## config.mk

```make
export PLATFORM = sky130hd
export DESIGN_NAME = alu_uart_ctrl
export DESIGN_NICKNAME = d
export VERILOG_FILES = /design/src/rtl/alu_uart_ctrl.sv
export SDC_FILE = /design/constraint.sdc
export NUM_CORES = 1
export LEC_CHECK = 0
export BUFFER_PORTS_ARGS = -buffer_cell sky130_fd_sc_hd__buf_2
export CAP_MARGIN = 25
export CORE_ASPECT_RATIO = 0.75
export CORE_MARGIN = 3
export CORE_UTILIZATION = 58
export CTS_CLUSTER_DIAMETER = 60
export DETAILED_ROUTE_END_ITERATION = 16
export HOLD_SLACK_MARGIN = 0.08
export PLACE_DENSITY = 0.84
export SLEW_MARGIN = 40
export SYNTH_ARGS = -nofsm -noshare
export SYNTH_HDL_FRONTEND = slang
export SYNTH_SLANG_ARGS = --single-unit
```

## constraint.sdc

```tcl
create_clock -name clk -period 3.1 [get_ports clk]
set_input_delay 0.31 -clock clk [delete_from_list [all_inputs] [get_ports clk]]
set_output_delay 0.31 -clock clk [all_outputs]
set_load 0.02 [all_outputs]
```

## src/rtl/alu_uart_ctrl.sv

```systemverilog
// Sequencer between the UART byte interface and a combinational ALU: collects
// operand A, operand B and opcode bytes, captures the ALU result and sends it back.
module alu_uart_ctrl #(
  parameter int NB_DATA     = 8,
  parameter int NB_OP       = 6,
  parameter int TIMEOUT_CYC = 5000000
) (
  input  logic               clk,
  input  logic               reset,
  input  logic [NB_DATA-1:0] i_rx_data,
  input  logic               i_rx_done,
  input  logic               i_tx_done,
  input  logic [NB_DATA-1:0] i_alu_result,
  output logic [NB_DATA-1:0] o_alu_a,
  output logic [NB_DATA-1:0] o_alu_b,
  output logic [NB_OP-1:0]   o_alu_op,
  output logic [NB_DATA-1:0] o_tx_data,
  output logic               o_tx_start,
  output logic               o_busy,
  output logic               o_err
);

  localparam int CW = (TIMEOUT_CYC > 1) ? $clog2(TIMEOUT_CYC) : 1;
  localparam logic [CW-1:0] CNT_LAST = CW'(TIMEOUT_CYC - 1);

  typedef enum logic [2:0] {
    WAIT_A  = 3'd0,
    WAIT_B  = 3'd1,
    WAIT_OP = 3'd2,
    EXEC    = 3'd3,
    SEND    = 3'd4,
    WAIT_TX = 3'd5
  } state_t;

  state_t             state_q, state_d;
  logic [CW-1:0]      cnt_q, cnt_d;
  logic [NB_DATA-1:0] alu_a_q, alu_a_d;
  logic [NB_DATA-1:0] alu_b_q, alu_b_d;
  logic [NB_OP-1:0]   alu_op_q, alu_op_d;
  logic [NB_DATA-1:0] tx_data_q, tx_data_d;
  logic               tx_start_q, tx_start_d;
  logic               err_q, err_d;
  logic [NB_OP-1:0]   rx_op;
  logic               op_legal;
  logic               expired;

  assign rx_op   = i_rx_data[NB_OP-1:0];
  assign expired = (cnt_q == CNT_LAST);

  always_comb begin
    op_legal = 1'b0;
    case (rx_op)
      6'b100000, 6'b100010, 6'b100100, 6'b100101,
      6'b100110, 6'b100111, 6'b000011, 6'b000010: op_legal = 1'b1;
      default:                                    op_legal = 1'b0;
    endcase
  end

  always_comb begin
    state_d    = state_q;
    cnt_d      = cnt_q;
    alu_a_d    = alu_a_q;
    alu_b_d    = alu_b_q;
    alu_op_d   = alu_op_q;
    tx_data_d  = tx_data_q;
    tx_start_d = 1'b0;
    err_d      = 1'b0;
    case (state_q)
      WAIT_A: begin
        cnt_d = '0;
        if (i_rx_done) begin
          alu_a_d = i_rx_data;
          state_d = WAIT_B;
        end
      end
      WAIT_B: begin
        // An arriving byte takes priority over a simultaneous expiry.
        if (i_rx_done) begin
          alu_b_d = i_rx_data;
          cnt_d   = '0;
          state_d = WAIT_OP;
        end else if (expired) begin
          err_d   = 1'b1;
          cnt_d   = '0;
          state_d = WAIT_A;
        end else begin
          cnt_d = cnt_q + CW'(1);
        end
      end
      WAIT_OP: begin
        if (i_rx_done) begin
          cnt_d = '0;
          if (op_legal) begin
            alu_op_d = rx_op;
            state_d  = EXEC;
          end else begin
            err_d   = 1'b1;
            state_d = WAIT_A;
          end
        end else if (expired) begin
          err_d   = 1'b1;
          cnt_d   = '0;
          state_d = WAIT_A;
        end else begin
          cnt_d = cnt_q + CW'(1);
        end
      end
      EXEC: begin
        // Operands were registered last cycle, so the ALU output has settled.
        tx_data_d  = i_alu_result;
        tx_start_d = 1'b1;
        cnt_d      = '0;
        state_d    = SEND;
      end
      SEND: begin
        cnt_d   = '0;
        state_d = WAIT_TX;
      end
      WAIT_TX: begin
        if (i_tx_done) begin
          cnt_d   = '0;
          state_d = WAIT_A;
        end else if (expired) begin
          err_d   = 1'b1;
          cnt_d   = '0;
          state_d = WAIT_A;
        end else begin
          cnt_d = cnt_q + CW'(1);
        end
      end
      default: begin
        cnt_d   = '0;
        state_d = WAIT_A;
      end
    endcase
  end

  always_ff @(posedge clk or posedge reset) begin
    if (reset) begin
      state_q    <= WAIT_A;
      cnt_q      <= '0;
      alu_a_q    <= '0;
      alu_b_q    <= '0;
      alu_op_q   <= '0;
      tx_data_q  <= '0;
      tx_start_q <= 1'b0;
      err_q      <= 1'b0;
    end else begin
      state_q    <= state_d;
      cnt_q      <= cnt_d;
      alu_a_q    <= alu_a_d;
      alu_b_q    <= alu_b_d;
      alu_op_q   <= alu_op_d;
      tx_data_q  <= tx_data_d;
      tx_start_q <= tx_start_d;
      err_q      <= err_d;
    end
  end

  assign o_alu_a    = alu_a_q;
  assign o_alu_b    = alu_b_q;
  assign o_alu_op   = alu_op_q;
  assign o_tx_data  = tx_data_q;
  assign o_tx_start = tx_start_q;
  assign o_err      = err_q;
  assign o_busy     = (state_q != WAIT_A);

endmodule

```

==> results.md, run 1 <==
- Die width: 83.9 µm
- Post-detailed-routing wire length: 5.57 mm
- Largest net degree at the start of global routing: 38
- RSZ-0062 raised after global routing: no
- Final net count: 322
- Count of input and output buffers: 52
- TritonCTS Buffers: 9
- Status: completed
- Multi-input combinational cell area: 1120 µm²
- Initial Utilization: 0.628
- Crit path capture type: flip-flop
- Fmax: 451 MHz
- Final hold vios: 0
- Core area: 4200 µm²
- Multiplexer share of the synthesized area: 0.0966
- Maximum vdd drop: 0.000541 V
- Post-Syn Area: 2640 µm²
- Worst Tran Pin Value: 0.691 ns
- Antenna Cells: 0
- Synthesis-to-layout area growth: 20.9%
- Complex-gate fraction of the synthesized area: 0.0573
- Min-delay worst type: primary input to flip-flop
- First-pass DRT Iterations: 5
- Root Buffer: clkbuf_8
- Cell variety after synth: 43
- Post-Synthesis Cells: 244
- WL/cell: 15.4 µm
- Clock Sinks: 58
- Placed Cells: 344
- Skew-Pair Late Insertion Delay: 0.34 ns
- Layout fillers: 287
- Relative slew slack: 0.537
- Syn_nets: 265
- CP Class: flip-flop to flip-flop
- Crit path DAT: 2.48 ns
- Adder-Cell Fraction of Synth Area: 0.00474
- Die area: 5410 µm²
- DP HPWL: 3.82 mm
- Post-Synth XOR/XNOR Area: 0.0464
- Initial antenna violation count: 0
- Setup crit start kind: flip-flop
- Clock Skew: 0.00312 ns
- Main combinational cell family by area after synthesis: simple AND/OR/NAND/NOR gates
- H-tree depth: 3
- Peak fanout along the critical path: 5
- Residual DRC count: 0
- Commonest non-fill, non-tap cell in the layout: dfrtp_1
- Postcts setup bufs: 0
- Min Tclk post-route: 2.22 ns
- Final Util: 0.760
- Synth warn: 0
- Share of layout cells above drive strength 1: 0.314
- Seq/Total Area, Yosys: 0.550
- CTS tree: yes
- Count of final setup violators: 0
- Maximum clock path buffer count: 2
- Placed cell area: 2950 µm²
- Simple-gate portion of the synthesized area: 0.219
- Setup TNS Final: 0 ns
- DR vias/cell: 5.57
- Total global routing overflow: 0
- Post-route ant nets: 0
- Non-filler cells, final: 361
- Slew Viols, Final: 0
- Power density over the cells: 903 nW/µm²
- Die Y: 64.4 µm
- Hold buffers post-CTS: 1
- Ports: 53
- Leading cell types in the layout, fill and taps excluded: dfrtp_1, buf_2, nand2_1
- CTS clock-pin slew for the worst setup and hold paths: 0.06 ns
- Syn_area_per_cell: 10.8 µm²
- Via count: 2010
- Flip-flop and latch area: 1450 µm²
- Fin crit share: 0.715
- FP Rows: 20
- Crit path required time: 3.37 ns
- Leakage: 1.48 nW
- GP Congestion: 0.829
- Final Instance Area: 3190 µm²
- CTS resizes: 0
- Maxcap violations: 0
- Starting DRT DRC Count: 172
- Flops & latches, synth: 58
- GRT Util Overall: 0.237
- First-pass GRT wire length: 9.83 mm
- R2R Setup Slk: 0.88 ns
- Number of global-route vias before repair: 2077
report_power, final:
part           internal, mW  total, mW  switching, mW
sequential            0.974       1.12          0.148
clock                 0.533      0.823          0.290
combinational         0.371      0.940          0.569
total                  1.88       2.88           1.01
final timing paths:
| path | from | end | cells past startpoint |
|---|---|---|---|
| max | cnt_q[0] | cnt_q[22] | 5 |
| min in group asynchronous | reset | o_alu_a[3] | 3 |
| max in group asynchronous | reset | cnt_q[18] | 4 |
| min reg2reg | o_tx_data[4] | o_tx_data[4] | 2 |
| min | i_alu_result[7] | o_tx_data[7] | 3 |
| max reg2reg | cnt_q[0] | cnt_q[22] | 5 |
area by class of cell:
class / count / area share
flip-flops and latches: 58 / 0.454
multi-input cells: 168 / 0.351
clock inverters: 5 / 0.0321
clock buffers: 11 / 0.0411
repair buffers: 55 / 0.0893
well taps: 55 / 0.0215
inverters: 9 / 0.0106
synthesized netlist by cell type (all sizes together):
master,number,area [µm²]
and2,4,25.0
mux2i,3,30.0
clkinv,1,3.75
o211ai,1,7.51
a22o,2,17.5
nand3,8,40.0
nor2,23,86.3
nand4,6,58.8
a2111oi,1,8.76
o21ai,2,10.0
clkbuf,8,30.0
o31ai,5,37.5
o221ai,1,8.76
nor4,4,25.0
mux2,20,225
a21oi,8,43.8
and4,2,18.8
dfrtp,58,1450
a21o,1,7.51
nand2,31,116
xnor2,10,87.6
nor3,8,45.0
nor2b,4,25.0
or3,3,18.8
ha,1,12.5
nand2b,1,6.26
nand3b,2,15.0
nor3b,1,7.51
a32o,1,10.0
nand4b,1,8.76
and4b,1,10.0
or2,1,6.26
or4,6,48.8
buf,1,5.00
inv,8,30.0
xor2,4,35.0
nor4b,2,17.5
cells by family (layout without fill, tap and decap cells):
group                    after synthesis  in the layout
AO/OA/AOI/OAI                         22             22
buffers and inverters                 18             80
AND/OR/NAND/NOR                      108            108
XOR/XNOR                              14             14
adder cells (fa/ha/maj)                1              1
flip-flops                            58             58
multiplexers                          23             23
state kept, by name (all words and copies together) (netlist names):
signal,count
cnt_q,23
o_alu_a,8
state_q,3
o_tx_data,8
o_err,1
o_alu_b,8
o_tx_start,1
o_alu_op,6
critical path, stage by stage, from the launching register on:
cell     delay [ns]
dfrtp_1        0.39
ha_1           0.25
nand4_2        0.17
or4_1          0.67
or4_4          0.53
a21oi_2        0.15
through the flow:
step	power (mW)	setup slack [ns]	hold slack, ns
floorplan	1.76	1.04	0.415
global placement	2.04	0.968	0.339
detailed placement	2.07	0.895	0.340
CTS	2.91	0.872	0.142
global route	3.06	0.756	0.153
finish	2.88	0.884	0.163
metal layers:
| metal | share of wire | wire [µm] | GRT usage |
|---|---|---|---|
| met5 | 0 | 0 | 0 |
| met4 | 0.013 | 75 | 0.0964 |
| met3 | 0.078 | 434 | 0.0978 |
| met2 | 0.47 | 2590 | 0.361 |
| met1 | 0.44 | 2470 | 0.303 |
No activity file was read; power rests on OpenSTA's default activity.
==> inputs of run 2 (changes only) <==
--- a/config.mk
+++ b/config.mk
@@ -9,11 +9,11 @@
 export CAP_MARGIN = 25
 export CORE_ASPECT_RATIO = 0.75
 export CORE_MARGIN = 3
-export CORE_UTILIZATION = 58
+export CORE_UTILIZATION = 49
 export CTS_CLUSTER_DIAMETER = 60
 export DETAILED_ROUTE_END_ITERATION = 16
 export HOLD_SLACK_MARGIN = 0.08
-export PLACE_DENSITY = 0.84
+export PLACE_DENSITY = 0.75
 export SLEW_MARGIN = 40
 export SYNTH_ARGS = -nofsm -noshare
 export SYNTH_HDL_FRONTEND = slang
==> constraint.sdc (replaced) <==
create_clock -name clk -period 1.9 [get_ports clk]
set_input_delay 0.19 -clock clk [delete_from_list [all_inputs] [get_ports clk]]
set_output_delay 0.19 -clock clk [all_outputs]
set_load 0.02 [all_outputs]
==> run 2 against run 1 <==
Against the previous run: critical path depth is the same; largest cell class unchanged; register-to-register slack lost 0.82 ns; cell area grew 9.2%.
==> results.md, run 2 (same netlist as run 1, synthesis figures left out) <==
- Antenna Cells: 0
- Buffers & Inverters on Critical Path: 0
- GRT Util Overall: 0.208
- WHS Path Cells: 2
- Crit path DAT: 2.11 ns
- Starting DRT DRC Count: 145
- DP HPWL: 4.17 mm
- Logic pwr share: 0.370
- Max FFs per register: 23
- Reg-to-reg critical path endpoint: cnt_q[22]
- Maxcap violations: 0
- Hold path start: i_rx_data[7]
- Die area: 6320 µm²
- Post-route ant nets: 0
- First-pass DRT Iterations: 4
- Die Y: 69.6 µm
- CP Class: flip-flop to flip-flop
- R2R Setup Slk: 0.06 ns
- Via count: 2138
- Initial Utilization: 0.524
- Final hold vios: 0
- Maximum clock path buffer count: 2
- Leakage: 1.63 nW
- Top reg by flops: cnt_q
- Skew-Pair Late Insertion Delay: 0.35 ns
- CP max-delay cell: or4_4
- Worst hold endpoint: o_alu_b[7]
- FP Rows: 22
- Final net count: 354
- Die width: 90.8 µm
- Power density over the cells: 1320 nW/µm²
- Slowest stage delay, CP: 0.54 ns
- Share of total power in sequential cells: 0.387
- Post-detailed-routing wire length: 5.87 mm
- DR vias/cell: 5.21
- Root Buffer: clkbuf_8
- Total global routing overflow: 0
- Worst Reg-to-Reg Cells: 5
- Family with the most delay on the worst path: simple AND/OR/NAND/NOR gates
- Final Total Pwr: 4.62 mW
- Maximum vdd drop: 0.000908 V
- Peak fanout along the critical path: 2
- Initial antenna violation count: 0
- Clock Sinks: 58
- Setup crit start kind: flip-flop
- Count of input and output buffers: 52
- CP most frequent cell: or4_4
- Cells along the critical path: ha_4, nand4_4, or4_4, or4_4, a21oi_2
- Clock Skew: 0.00814 ns
- Ports: 53
- Fmax: 545 MHz
- H-tree depth: 3
- CTS tree: yes
- Slew Viols, Final: 0
- Synthesis-to-layout area growth: 32.1%
- Fin crit share: 0.966
- Commonest non-fill, non-tap cell in the layout: dfrtp_1
- Leading cell types in the layout, fill and taps excluded: dfrtp_1, buf_2, nand2_1
- Setup ws final: 0.0638 ns
- WL/cell: 14.3 µm
- Share of layout cells above drive strength 1: 0.379
- Status: completed
- First-pass GRT wire length: 10.3 mm
- Largest net degree at the start of global routing: 19
- Sw frac: 0.370
- Crit path capture type: flip-flop
- Internal power component: 2.91 mW
- Relative slew slack: 0.714
- Number of global-route vias before repair: 2191
- GP Congestion: 0.829
- Residual DRC count: 0
- Setup WS pre-CTS: 0.0330 ns
- Final Util: 0.693
- RSZ-0062 raised after global routing: yes
- Min-delay worst type: primary input to flip-flop
- Count of final setup violators: 0
- CTS clock-pin slew for the worst setup and hold paths: 0.07 ns
- Worst Tran Pin Value: 0.417 ns
- Reg2reg start: cnt_q[1]
- Min Tclk post-route: 1.84 ns
- Switching Power: 1.71 mW
- Layout fillers: 364
- Core area: 5040 µm²
- Clock power frac: 0.243
- Crit path required time: 2.17 ns
- TritonCTS Buffers: 9
-- run 2: area by class of cell --
cell class                      instances  area, µm²  area share
Multi-Input combinational cell        168       1160       0.333
Tap cell                               72       90.1      0.0258
Clock inverter                          7       77.6      0.0222
Clock buffer                            9        124      0.0355
Sequential cell                        58       1450       0.417
Inverter                                9       33.8     0.00968
Timing Repair Buffer                   87        548       0.157
-- run 2: timing repair --
item / 4_1_cts / 5_1_grt
endpoints found under the hold margin: 21 / 1
resized for setup: 1 / 5
pin swaps: 0 / 0
endpoints found under the setup margin: 3 / 15
buffers inserted: 0 / 1
hold buffers: 9 / 1
-- run 2: worst max path at each step --
stage	from	to	slack, ns	depth (start not counted)
after floorplan	cnt_q[0]	cnt_q[22]	-0.08	6
after global placement	cnt_q[1]	cnt_q[22]	0.06	5
after detailed placement	cnt_q[6]	cnt_q[19]	0.03	4
after CTS	cnt_q[1]	cnt_q[22]	0.02	6
after global routing	cnt_q[1]	cnt_q[22]	-0.02	5
final	cnt_q[1]	cnt_q[22]	0.06	5
-- run 2: metal layers --
| metal | up-vias | track usage | part of all wire | wire (µm) |
|---|---|---|---|---|
| met5 | - | 0 | 0 | 0 |
| met4 | 0 | 0.0635 | 0.015 | 91 |
| met3 | 13 | 0.0846 | 0.063 | 371 |
| met2 | 59 | 0.313 | 0.46 | 2710 |
| met1 | 1025 | 0.277 | 0.46 | 2700 |
| li1 | 1041 | - | - | - |
-- run 2: stage by stage --
step | instances | instance area [µm²] | hold WS [ns] | TNS (ns)
final | 410 | 3490 | 0.101 | 0
after floorplan | 244 | 2670 | 0.295 | -0.0780
after detailed placement | 383 | 3160 | 0.174 | 0
after global placement | 383 | 3160 | 0.170 | 0
after global routing | 410 | 3490 | 0.0965 | -0.0218
after CTS | 408 | 3450 | 0.0839 | 0
-- run 2: power groups by stage --
stage | sequential, mW | combinational [mW] | clock (mW)
finish | 1.79 | 1.71 | 1.12
global route | 1.83 | 1.86 | 1.22
CTS | 1.79 | 1.71 | 1.15
detailed placement | 1.81 | 1.69 | 0
global placement | 1.78 | 1.66 | 0
floorplan | 2.16 | 0.719 | 0
==> inputs of run 3 (changes only) <==
--- a/config.mk
+++ b/config.mk
@@ -8,12 +8,13 @@
 export BUFFER_PORTS_ARGS = -buffer_cell sky130_fd_sc_hd__buf_2
 export CAP_MARGIN = 25
 export CORE_ASPECT_RATIO = 0.75
-export CORE_MARGIN = 3
+export CORE_MARGIN = 1.5
 export CORE_UTILIZATION = 49
 export CTS_CLUSTER_DIAMETER = 60
 export DETAILED_ROUTE_END_ITERATION = 16
 export HOLD_SLACK_MARGIN = 0.08
 export PLACE_DENSITY = 0.75
+export REMOVE_ABC_BUFFERS = 1
 export SLEW_MARGIN = 40
 export SYNTH_ARGS = -nofsm -noshare
 export SYNTH_HDL_FRONTEND = slang
==> run 3 against run 2 <==
Against the previous run: sequential power hardly changed; cell count shrank 1.7%; via count is 3.6% lower; worst hold slack improved by 0.0020 ns; count of clock-buffer cells in the layout increased by 2; clock power is essentially flat; critical path depth did not move; sequential share of layout area rose by 0.72 points; utilization decreased by 1.3 points; first-iteration DRC count decreased by 33%; combinational power decreased by 4%; register-to-register slack lost 0.02 ns; largest cell class unchanged; largest power group unchanged.
==> results.md, run 3 (same netlist as run 1, synthesis figures left out) <==
- Via count: 2061
- Fmax: 538 MHz
- Layout fillers: 407
- Min Tclk post-route: 1.86 ns
- DR vias/cell: 5.11
- Clock Skew: 0.00437 ns
- Hold path start: i_rx_data[7]
- Initial antenna violation count: 0
- Sw frac: 0.358
- Power density over the cells: 1340 nW/µm²
- R2R Setup Slk: 0.04 ns
- Internal power component: 2.94 mW
- Number of global-route vias before repair: 2043
- WL/cell: 14.3 µm
- Count of input and output buffers: 52
- Multi-input combinational cell area: 1150 µm²
- Residual DRC count: 0
- Crit path DAT: 2.13 ns
- Maximum clock path buffer count: 2
- Logic pwr share: 0.359
- Worst Tran Pin Value: 0.444 ns
- Commonest non-fill, non-tap cell in the layout: dfrtp_1
- Leakage: 1.60 nW
- Synthesis-to-layout area growth: 29.7%
- Largest net degree at the start of global routing: 35
- Skew-Pair Late Insertion Delay: 0.34 ns
- Share of total power in sequential cells: 0.397
- Starting DRT DRC Count: 97
- Cells along the critical path: ha_2, nand4_4, or4_4, or4_4, a21oi_2
- Ports: 53
- Top reg by flops: cnt_q
- TritonCTS Buffers: 9
- CP most frequent cell: or4_4
- Min-delay worst type: primary input to flip-flop
- First-pass GRT wire length: 9.49 mm
- DP HPWL: 4.00 mm
- Total global routing overflow: 0
- GRT Util Overall: 0.220
- Maxcap violations: 0
- Peak fanout along the critical path: 2
- WHS Path Cells: 2
- Slowest stage delay, CP: 0.53 ns
- Final hold vios: 0
- FP Rows: 22
- Setup crit start kind: flip-flop
- Die width: 87.8 µm
- Root Buffer: clkbuf_8
- Switching Power: 1.64 mW
- Maximum vdd drop: 0.000787 V
- Crit path required time: 2.17 ns
- Clock power frac: 0.244
- Clock Sinks: 58
- Max FFs per register: 23
- CTS tree: yes
- Reg-to-reg critical path endpoint: cnt_q[22]
- Slew Viols, Final: 0
- Core area: 5040 µm²
- Flip-flop and latch area: 1450 µm²
- GP Congestion: 0.828
- Die area: 5840 µm²
- Die Y: 66.6 µm
- Final Util: 0.680
- Final net count: 349
- CTS clock-pin slew for the worst setup and hold paths: 0.06 ns
- Worst Reg-to-Reg Cells: 5
- Initial Utilization: 0.524
- Relative slew slack: 0.700
- RSZ-0062 raised after global routing: yes
- CP Class: flip-flop to flip-flop
- Count of final setup violators: 0
- First-pass DRT Iterations: 4
- Worst Setup SP: cnt_q[0]
- Crit path capture type: flip-flop
- Share of layout cells above drive strength 1: 0.363
- H-tree depth: 3
- CP max-delay cell: or4_4
- Post-detailed-routing wire length: 5.75 mm
- Post-route ant nets: 0
- Reg2reg start: cnt_q[0]
- Leading cell types in the layout, fill and taps excluded: dfrtp_1, buf_2, nand2_1
- Antenna Cells: 0
- Final Total Pwr: 4.58 mW
- Fin crit share: 0.979
- Setup crit end: cnt_q[22]
- Status: completed
[run 3: power groups by stage]
stage	logic (mW)	clock network, mW	registers [mW]
6_report	1.64	1.12	1.82
5_1_grt	1.79	1.20	1.86
4_1_cts	1.65	1.14	1.82
3_5_place_dp	1.61	0	1.83
3_3_place_gp	1.59	0	1.82
2_1_floorplan	0.635	0	2.20
[run 3: repair_timing]
item                                    in CTS  in global routing
gates resized for setup                      2                  4
setup buffers                                2                  1
endpoints found under the setup margin       1                 22
endpoints found under the hold margin       66                  0
pin swaps                                    3                  4
gates cloned                                 0                  0
hold buffers                                 9                  0
[run 3: metrics by stage]
step                instances  hold WS, ns  TNS [ns]  setup slack, ns  cell area (µm²)
global route              403       0.0996   -0.0537          -0.0244             3420
global placement          377        0.257         0           0.0344             3090
detailed placement        377        0.260   -0.0193          -0.0193             3090
CTS                       402       0.0861         0          0.00176             3390
floorplan                 235        0.295    -12.44           -0.609             2610
finish                    403        0.103         0           0.0407             3420
[run 3: routing by layer]
layer  vias up  part of all wire  track usage
li1       1020                 -            -
met1       976              0.47        0.278
met2        55              0.46        0.343
met3        10             0.061       0.0830
met4         0             0.015       0.0873
met5         -                 0            0
[run 3: worst min-delay path by stage]
stage	to	slack, ns
CTS	o_alu_a[7]	0.09
floorplan	o_tx_data[0]	0.30
global placement	o_alu_b[7]	0.26
detailed placement	o_alu_b[6]	0.26
finish	o_alu_a[7]	0.10
global route	o_alu_a[6]	0.1
[run 3: layout make-up]
class,instances,share of cell area
Tap cell,72,0.0263
Timing Repair Buffer,82,0.148
Inverter,9,0.00986
Clock buffer,11,0.0442
Clock inverter,3,0.0117
Sequential cell,58,0.424
Multi-Input combinational cell,168,0.336
[run 3: critical path, delay by kind of cell, from the launching register on]
family | cells | cell delay (ns)
AO/OA/AOI/OAI | 1 | 0.12
AND/OR/NAND/NOR | 3 | 1.10
flip-flops | 1 | 0.36
adder cells (fa/ha/maj) | 1 | 0.21
